**src/rtl/alu_seq_hs.sv**
```systemverilog
// Registered ALU with valid/ready handshakes: single-cycle ops finish on the accept edge, and MUL/DIV take WIDTH more edges.
// While a result is waiting for out_ready, no new operands are accepted and the result and flags hold steady.
module alu_seq_hs #(
   parameter int WIDTH = 8
) (
   input  logic             clk,
   input  logic             rst,
   input  logic             in_valid,
   output logic             in_ready,
   input  logic [WIDTH-1:0] a,
   input  logic [WIDTH-1:0] b,
   input  logic [3:0]       op,
   output logic             out_valid,
   input  logic             out_ready,
   output logic [WIDTH-1:0] result,
   output logic [WIDTH-1:0] result_hi,
   output logic             carry,
   output logic             zero,
   output logic             ovf,
   output logic             dz
);

   localparam logic [1:0] S_IDLE = 2'd0;
   localparam logic [1:0] S_BUSY = 2'd1;
   localparam logic [1:0] S_DONE = 2'd2;

   localparam logic [3:0] OP_SUB  = 4'h1;
   localparam logic [3:0] OP_MUL  = 4'h2;
   localparam logic [3:0] OP_DIV  = 4'h3;
   localparam logic [3:0] OP_SHL  = 4'h4;
   localparam logic [3:0] OP_SHR  = 4'h5;
   localparam logic [3:0] OP_ROL  = 4'h6;
   localparam logic [3:0] OP_ROR  = 4'h7;
   localparam logic [3:0] OP_AND  = 4'h8;
   localparam logic [3:0] OP_OR   = 4'h9;
   localparam logic [3:0] OP_XOR  = 4'hA;
   localparam logic [3:0] OP_NOR  = 4'hB;
   localparam logic [3:0] OP_NAND = 4'hC;
   localparam logic [3:0] OP_XNOR = 4'hD;

   localparam int MSB = WIDTH - 1;

   logic [1:0]       state;
   logic             mul_op;
   logic [WIDTH-1:0] opnd;
   logic [WIDTH-1:0] hi;
   logic [WIDTH-1:0] lo;
   logic [5:0]       cnt;

   logic             accept;
   logic             start_iter;
   logic [WIDTH:0]   add_s;
   logic [WIDTH:0]   sub_d;
   logic [WIDTH-1:0] sc_res;
   logic [WIDTH-1:0] sc_hi;
   logic             sc_c;
   logic             sc_v;
   logic             sc_dz;

   logic [WIDTH:0]   mul_sum;
   logic [WIDTH:0]   div_sh;
   logic [WIDTH-1:0] div_rem;
   logic             div_ge;
   logic [WIDTH-1:0] nxt_hi;
   logic [WIDTH-1:0] nxt_lo;

   assign in_ready   = (state == S_IDLE);
   assign out_valid  = (state == S_DONE);
   assign accept     = in_valid & in_ready;
   assign start_iter = (op == OP_MUL) || ((op == OP_DIV) && (b != '0));

   assign add_s = {1'b0, a} + {1'b0, b};
   assign sub_d = {1'b0, a} - {1'b0, b};

   always_comb begin
      sc_res = '0;
      sc_hi  = '0;
      sc_c   = 1'b0;
      sc_v   = 1'b0;
      sc_dz  = 1'b0;
      case (op)
         OP_SUB: begin
            sc_res = sub_d[MSB:0];
            sc_c   = sub_d[WIDTH];
            sc_v   = (a[MSB] != b[MSB]) && (sub_d[MSB] != a[MSB]);
         end
         OP_MUL: sc_res = '0;
         OP_DIV: begin
            sc_res = '1;
            sc_hi  = a;
            sc_dz  = 1'b1;
         end
         OP_SHL:  begin sc_res = {a[MSB-1:0], 1'b0};   sc_c = a[MSB]; end
         OP_SHR:  begin sc_res = {1'b0, a[MSB:1]};     sc_c = a[0];   end
         OP_ROL:  begin sc_res = {a[MSB-1:0], a[MSB]}; sc_c = a[MSB]; end
         OP_ROR:  begin sc_res = {a[0], a[MSB:1]};     sc_c = a[0];   end
         OP_AND:  sc_res = a & b;
         OP_OR:   sc_res = a | b;
         OP_XOR:  sc_res = a ^ b;
         OP_NOR:  sc_res = ~(a | b);
         OP_NAND: sc_res = ~(a & b);
         OP_XNOR: sc_res = ~(a ^ b);
         // ADD, plus the spare encodings E/F
         default: begin
            sc_res = add_s[MSB:0];
            sc_c   = add_s[WIDTH];
            sc_v   = (a[MSB] == b[MSB]) && (add_s[MSB] != a[MSB]);
         end
      endcase
   end

   // hi/lo hold {accumulator, multiplier} for MUL and {remainder, dividend} for DIV
   assign mul_sum = {1'b0, hi} + (lo[0] ? {1'b0, opnd} : '0);
   assign div_sh  = {hi, lo[MSB]};
   assign div_ge  = (div_sh >= {1'b0, opnd});
   assign div_rem = div_sh[MSB:0] - opnd;

   always_comb begin
      if (mul_op) begin
         nxt_hi = mul_sum[WIDTH:1];
         nxt_lo = {mul_sum[0], lo[MSB:1]};
      end else begin
         nxt_hi = div_ge ? div_rem : div_sh[MSB:0];
         nxt_lo = {lo[MSB-1:0], div_ge};
      end
   end

   always_ff @(posedge clk or posedge rst) begin
      if (rst) begin
         state     <= S_IDLE;
         mul_op    <= 1'b0;
         opnd      <= '0;
         hi        <= '0;
         lo        <= '0;
         cnt       <= '0;
         result    <= '0;
         result_hi <= '0;
         carry     <= 1'b0;
         zero      <= 1'b0;
         ovf       <= 1'b0;
         dz        <= 1'b0;
      end else begin
         case (state)
            S_IDLE: begin
               if (accept) begin
                  if (start_iter) begin
                     state  <= S_BUSY;
                     mul_op <= (op == OP_MUL);
                     opnd   <= (op == OP_MUL) ? a : b;
                     lo     <= (op == OP_MUL) ? b : a;
                     hi     <= '0;
                     cnt    <= '0;
                  end else begin
                     state     <= S_DONE;
                     result    <= sc_res;
                     result_hi <= sc_hi;
                     carry     <= sc_c;
                     zero      <= (sc_res == '0);
                     ovf       <= sc_v;
                     dz        <= sc_dz;
                  end
               end
            end
            S_BUSY: begin
               hi  <= nxt_hi;
               lo  <= nxt_lo;
               cnt <= cnt + 6'd1;
               if (cnt == 6'(WIDTH - 1)) begin
                  state     <= S_DONE;
                  result    <= nxt_lo;
                  result_hi <= nxt_hi;
                  carry     <= 1'b0;
                  zero      <= (nxt_lo == '0);
                  ovf       <= mul_op && (nxt_hi != '0);
                  dz        <= 1'b0;
               end
            end
            S_DONE: begin
               if (out_ready) state <= S_IDLE;
            end
            default: state <= S_IDLE;
         endcase
      end
   end

endmodule

```
**config.mk**
```make
export PLATFORM = sky130hd
export DESIGN_NAME = alu_seq_hs
export DESIGN_NICKNAME = d
export VERILOG_FILES = /design/src/rtl/alu_seq_hs.sv
export SDC_FILE = /design/constraint.sdc
export NUM_CORES = 1
export LEC_CHECK = 0
export BUFFER_PORTS_ARGS = -buffer_cell sky130_fd_sc_hd__buf_2
export CAP_MARGIN = 5
export CORE_MARGIN = 4
export CORE_UTILIZATION = 45
export CTS_BUF_LIST = sky130_fd_sc_hd__clkbuf_8
export DETAILED_ROUTE_END_ITERATION = 10
export GPL_TIMING_DRIVEN = 0
export PLACE_DENSITY = 0.65
export SLEW_MARGIN = 20
export SYNTH_ARGS = -nofsm -noshare
export SYNTH_HDL_FRONTEND = slang
export SYNTH_SLANG_ARGS = --single-unit
```
**constraint.sdc**
```tcl
create_clock -name clk -period 3 [get_ports clk]
set_input_delay 0.6 -clock clk [delete_from_list [all_inputs] [get_ports clk]]
set_output_delay 0.6 -clock clk [all_outputs]
set_load 0.01 [all_outputs]
```
# [Word-level counts from Yosys, hierarchy flattened]
# Cells that the tools add are included.
[totals] output_inout_bits=22 word_cells=117 inputBits=24 regBits=53
[classes] bitwise_logic=7 addsub=5 muxes=48 eq_ne=25 reduce_logical=19 magnitude_cmp=1
[op_table] op="2-to-1 mux 8 bit" n=17
[op_table] op="one-hot mux 8 bit (13 select lines)" n=1
[op_table] op="one-hot mux 8 bit (2 select lines)" n=4
[op_table] op="== test 4 bit (second input constant)" n=6
[op_table] op="inverter 8 bit" n=3
[op_table] op="adder 8 x 8 -> 9 bit" n=2
[op_table] op="== test 4 x 3 -> 1 bit (second input constant)" n=4
[op_table] op="zero test 8 bit" n=2
[op_table] op="nonzero test 8 bit" n=2
[op_table] op="2-to-1 mux 1 bit" n=12
[op_table] op="2-to-1 mux 6 bit" n=2
[op_table] op="one-hot mux 6 bit (2 select lines)" n=1
[op_table] op="OR reduction 12 bit" n=1
[op_table] op="one-hot mux 1 bit (2 select lines)" n=5
[op_table] op="greater-or-equal comparator 9 x 8 -> 1 bit" n=1
[op_table] op="AND reduction 3 bit" n=3
[op_table] op="subtractor 8 x 8 -> 9 bit" n=1
[op_table] op="bitwise AND 8 bit" n=1
[op_table] op="== test 4 x 2 -> 1 bit (second input constant)" n=2
[op_table] op="2-to-1 mux 2 bit" n=4
[op_table] op="bitwise OR 8 bit" n=1
[op_table] op="OR reduction 8 bit" n=1
[op_table] op="subtractor 8 bit" n=1
[op_table] op="bitwise XOR 8 bit" n=1
[op_table] op="other kinds (18)" n=27

# [Depth between registers and ports, before layout]
[logic_depth] depth_word=7 ltp_mapped=12 depth_no_buf=12

# [Worst setup path before layout]
# Ideal clock, no wire load.
[synth_path] kind="register to register" startpoint="register lo[0]" endpoint="register ovf" path_buffers=1 required_time_ns=2.874 setup_ns=0.126 slack_ns=-0.025 path_stages_with_launch=13 t_arrival_ns=2.898 period_less_slack_ns=3.025 path_cell_list="dfrtp_1 -> clkbuf_1 -> and2_1 -> ha_1 -> fa_1 -> a21oi_1 -> o211ai_1 -> a21o_1 -> a21o_1 -> a21oi_1 -> nand3_1 -> or4b_1 -> a221o_1"
[synth_between] elab_chain_len=7
[synth_lines] element="from (decl)" line="47" source="logic [WIDTH-1:0] lo;"
[synth_lines] element="from (signal assigned)" line="150" source="lo <= (op == OP_MUL) ? b : a;"
[synth_lines] element="from (signal assigned)" line="166" source="lo <= nxt_lo;"
[synth_lines] element="2-to-1 mux 8 bit" line="113" source="assign mul_sum = {1'b0, hi} + (lo[0] ? {1'b0, opnd} : '0);"
[synth_lines] element="adder 8 x 8 -> 9 bit" line="113"
[synth_lines] element="2-to-1 mux 8 bit" line="119" source="if (mul_op) begin"
[synth_lines] element="nonzero test 8 bit" line="174" source="ovf <= mul_op && (nxt_hi != '0);"
[synth_lines] element="logical AND 1 bit" line="174"
[synth_lines] element="2-to-1 mux 1 bit" line="168" source="if (cnt == 6'(WIDTH - 1)) begin"
[synth_lines] element="one-hot mux 1 bit (2 select lines)" line="143" source="case (state)"
[synth_lines] element="to (signal assigned)" line="159" source="ovf <= sc_v;"
[synth_lines] element="to (signal assigned)" line="174"
[synth_lines] element="to (decl)" line="19" source="output logic ovf,"
# No other way between the ends. The select of a mux whose other input is x is not followed.
# A chain may end at the register's enable or synchronous reset.

# [Worst setup path in the final report]
[layout_path] startpoint="register opnd[2]" endpoint="register ovf"
[layout_between] elab_chain_len=7 word_cells_on_any_way=10
[layout_lines] element="from (decl)" line="45" source="logic [WIDTH-1:0] opnd;"
[layout_lines] element="from (signal assigned)" line="149" source="opnd <= (op == OP_MUL) ? a : b;"
[layout_lines] element="2-to-1 mux 8 bit, or another cell as far along" line="113"
[layout_lines] element="adder 8 x 8 -> 9 bit or 2-to-1 mux 8 bit (tied branches)" line="113, 123"
[layout_lines] element="2-to-1 mux 8 bit (*)" line="119"
[layout_lines] element="nonzero test 8 bit (*)" line="174"
[layout_lines] element="logical AND 1 bit (*)" line="174"
[layout_lines] element="2-to-1 mux 1 bit (*)" line="168"
[layout_lines] element="one-hot mux 1 bit (2 select lines) (*)" line="143"
# Mark *: on every way between the ends. The rest lies on a longest branch, timed or not. The select of a mux whose other input is x is not followed.

==> summary.md <==
| Metric | Value |
|---|---|
| Number of cells in the finished layout apart from fillers | `863` |
| Most used flip-flop cell after synthesis | `sky130_fd_sc_hd__dfrtp_1` |
| Setup violation total in the final timing report | `0` |
| Full die area | `0.0132 mm2` |
| Count of port buffers added during placement | `45` |
| Worst-case headroom to the max-slew limit | `30.6%` |
| Status | `completed` |
| Area share of the largest cell type after synthesis | `25.7%` |
| Setup slack of the critical path after layout | `0.0442 ns` |
| Hold-fix buffers at CTS | `0` |
| Synth unique cells | `75` |
| Max Buffers Root-to-Sink | `2` |
| Final clock skew | `0.0121 ns` |
| DP Worst Slack | `-0.835 ns` |
| DRT iter0 DRCs | `527` |
| Final routed DRC violation total | `0` |
| Wire length of the first global-routing pass | `28.0 mm` |
| Fraction of final layout cells sized beyond drive strength 1 | `18.8%` |
| Half-perimeter wire length after placement | `13.3 mm` |
| Internal power of the cells | `2.55 mW` |
| Master cell of the clock root buffer | `sky130_fd_sc_hd__clkbuf_8` |
| Initial antenna violation count | `0` |
| Switching part of the total | `47.1%` |
| Critical Path Fanout Max | `7` |
| Post-Synthesis Cell Area | `0.00516 mm2` |
| Data arrival time of the worst path | `3.16 ns` |
| Area contributors post-synth | `sky130_fd_sc_hd__dfrtp_1 26%, sky130_fd_sc_hd__ha_1 9.9%, sky130_fd_sc_hd__nand2_1 5.3%` |
| Yosys reg bits | `53` |
| Synthesized instance count | `656` |
| Antenna Nets Post-Route | `0` |
| Layout-stage area growth over the synthesis result | `15.8%` |
| Number of standard-cell rows in the floorplan | `38` |
| Core Footprint | `0.0110 mm2` |
| Number of iterations in the first detailed-routing pass | `6` |
| Beginning of the critical path | `opnd[2]` |
| Worst slew pin tran | `1.03 ns` |
| Static Leak | `2.79 nW` |
| Final weighted congestion of routability-driven global placement | `1.02` |
| Register-to-Register Setup Slack | `0.04 ns` |
| Routed WL | `17.5 mm` |
| Cell count after placement | `842` |
| Initial Utilization | `46.8%` |
| CP Data Required Time | `3.21 ns` |
| Share of synthesized registers carrying an async set or reset | `100%` |
| Count of vias placed by the detailed router | `5394` |
| Number of enable flip-flop cells after synthesis | `0` |
| CTS H-tree depth | `2` |
| Synthesized net count | `725` |
| Worst Setup End Kind | `flip-flop` |
| Part of the total power dissipated in the clock network | `8.4%` |
| Clock transition at the register clock pins on the worst setup and hold paths after CTS | `0.10 ns` |
| Number of primary I/O pins | `46` |
| Launching point of the worst reg2reg path | `opnd[2]` |
| Final net count | `791` |
| Number of clock sinks | `53` |
| Die outline width | `115 um` |
| Number of cells on the worst reg-to-reg path | `11` |
| Final Hold Slack | `0.381 ns` |
| Wirelength per Cell | `20.3 um` |
| Maxcap violations | `0` |
| Share of the clock period used by the worst path after layout | `98.5%` |
| Type of the tightest min-delay check | `input port to asynchronous set/reset pin` |
| Die Ht | `115 um` |
| Ant diodes | `0` |
| Final Max Slew Viols | `0` |
| Clock tree from TritonCTS | `yes` |
| Share of power burned in combinational logic | `65.0%` |
| Synth area leader | `sky130_fd_sc_hd__dfrtp_1` |
| RSZ-0062 raised after global routing | `true` |
| Via count of the first global-routing pass | `5325` |
| Final Hold Viols | `0` |
| Highest achievable clock rate | `338 MHz` |
| Final critical delay including setup and external delays | `2.96 ns` |
| Share of power burned in registers | `26.7%` |
| Class of the most critical setup path | `flip-flop to flip-flop` |
| Detail-routed via count per cell | `6.25` |
| Total power divided by cell area | `807 mW/mm2` |
| Warnings from Yosys | `0` |
| Placement Cell Area | `0.00560 mm2` |
| Switching power of the nets | `2.27 mW` |
| Global routing usage summed across all routing layers | `26.6%` |
| Post-synthesis sequential area ratio | `25.7%` |
| Startpoint class of the critical path | `flip-flop` |
| Maximum VDD drop | `474 uV` |
| Mean Syn Cell Area | `7.87 um2` |
| Destination of the critical timing path | `ovf` |
| Endpoint of the lowest-slack register-to-register path | `ovf` |
| Number of buffers created by CTS | `5` |
| Pin count of the biggest net entering global routing | `32` |
| Finished layout cell area | `0.00597 mm2` |
| Clock latency at the later pin of the worst-skew pair | `0.31 ns` |
| Residual overflow from global routing | `0` |
==> registers in the layout, summed over array words and instances (netlist names), 2 cells and up <==
signal / cells
state: 2
hi: 8
result: 8
opnd: 8
lo: 8
cnt: 6
result_hi: 8
==> metrics by stage <==
step	setup TNS, ns	power [mW]	util, %
finish	0	4.82	54.2
global route	-0.0684	5.20	54.2
CTS	-0.0344	4.47	52.2
detailed placement	-4.26	3.99	50.7
global placement	-4.78	3.92	50.5
floorplan	0	3.22	-
==> area by class of cell <==
cell class | count | area, um2
fill | 1078 | 5060
multi-input combinational | 523 | 3680
sequential | 53 | 1330
timing repair buffer | 60 | 358
buffer | 38 | 193
tap | 140 | 175
inverter | 41 | 154
clock buffer | 5 | 68.8
clock inverter | 3 | 17.5
==> kinds of logic after synthesis <==
group | share of synthesized area (%)
AO/OA/AOI/OAI | 30.1
XOR/XNOR | 3.56
adder cells (fa/ha/maj) | 11.5
buffers and inverters | 6.72
flip-flops | 25.7
multiplexers | 1.41
AND/OR/NAND/NOR | 21.1
==> cells in the final DEF, fill, tap and decap left out, types with 4 or more instances in the layout <==
cell,instances
sky130_fd_sc_hd__a31oi_1,20
sky130_fd_sc_hd__a211oi_1,8
sky130_fd_sc_hd__a311oi_1,5
sky130_fd_sc_hd__o311a_1,4
sky130_fd_sc_hd__ha_4,4
sky130_fd_sc_hd__nor2b_1,16
sky130_fd_sc_hd__buf_2,49
sky130_fd_sc_hd__nand2b_1,12
sky130_fd_sc_hd__nor3_1,14
sky130_fd_sc_hd__or2_2,8
sky130_fd_sc_hd__o21bai_1,4
sky130_fd_sc_hd__xor2_1,13
sky130_fd_sc_hd__nand2_1,73
sky130_fd_sc_hd__a221oi_1,4
sky130_fd_sc_hd__ha_1,37
sky130_fd_sc_hd__a21o_1,20
sky130_fd_sc_hd__clkbuf_8,5
sky130_fd_sc_hd__o21ai_0,43
sky130_fd_sc_hd__o22ai_1,5
sky130_fd_sc_hd__clkbuf_1,22
sky130_fd_sc_hd__o32ai_1,6
sky130_fd_sc_hd__mux2i_1,4
sky130_fd_sc_hd__xnor2_1,8
sky130_fd_sc_hd__nor2_1,50
sky130_fd_sc_hd__a21oi_2,5
sky130_fd_sc_hd__nand3_1,15
sky130_fd_sc_hd__inv_1,38
sky130_fd_sc_hd__and2_1,9
sky130_fd_sc_hd__a21oi_1,45
sky130_fd_sc_hd__o211ai_1,5
sky130_fd_sc_hd__buf_6,5
sky130_fd_sc_hd__buf_4,14
sky130_fd_sc_hd__o31ai_1,5
sky130_fd_sc_hd__dfrtp_1,50
==> power groups by stage <==
stage          Combinational [mW]  Sequential [mW]  Clock, mW
6_report                     3.13             1.29      0.404
5_1_grt                      3.45             1.32      0.438
4_1_cts                      2.78             1.28      0.412
3_5_place_dp                 2.70             1.29          0
3_3_place_gp                 2.64             1.28          0
2_1_floorplan                1.96             1.26          0
==> how the worst min path moves through the flow <==
stage | startpoint | to | slack [ns] | cells past startpoint
6_report | rst | dz | 0.38 | 2
5_1_grt | rst | cnt[2] | 0.44 | 2
4_1_cts | rst | cnt[3] | 0.40 | 2
3_5_place_dp | result[4] | result[4] | 0.47 | 2
3_3_place_gp | result[5] | result[5] | 0.46 | 1
2_1_floorplan | lo[4] | lo[4] | 0.47 | 1
==> critical path, stage by stage (launching register included) <==
cell and delay, ns:
sky130_fd_sc_hd__dfrtp_1 0.39, sky130_fd_sc_hd__inv_1 0.10, sky130_fd_sc_hd__ha_4 0.21, sky130_fd_sc_hd__buf_6 0.13, sky130_fd_sc_hd__a21oi_2 0.12, sky130_fd_sc_hd__a21bo_4 0.26
sky130_fd_sc_hd__o221a_2 0.33, sky130_fd_sc_hd__o21ai_2 0.17, sky130_fd_sc_hd__a22o_1 0.20, sky130_fd_sc_hd__o2111ai_2 0.12, sky130_fd_sc_hd__or4b_4 0.53, sky130_fd_sc_hd__a221o_1 0.30
==> cells in the mapped netlist (all sizes together), types with 13 or more instances <==
cell	instances
nor2	50
nor2b	16
dfrtp	53
nand2	74
inv	39
ha	41
a21o	20
nand3	15
a21oi	50
a31oi	21
clkbuf	27
xor2	13
nor3	14
o21ai	44
==> layer usage <==
layer | wire length, um | GRT usage (%) | vias up | part of all wire [%]
li1 | - | - | 2512 | -
met1 | 7070 | 34.8 | 2598 | 40
met2 | 8530 | 45.1 | 230 | 49
met3 | 1330 | 3.32 | 54 | 7.6
met4 | 604 | 9.86 | 0 | 3.4
met5 | 0 | 0 | - | 0
==> what timing repair did <==
item	4_1_cts	5_1_grt
setup buffers	4	10
resized for setup	13	28
endpoints found under the setup margin	6	6
pin swaps	6	11
endpoints found under the hold margin	0	0
Power figures use the tool's default switching activity.
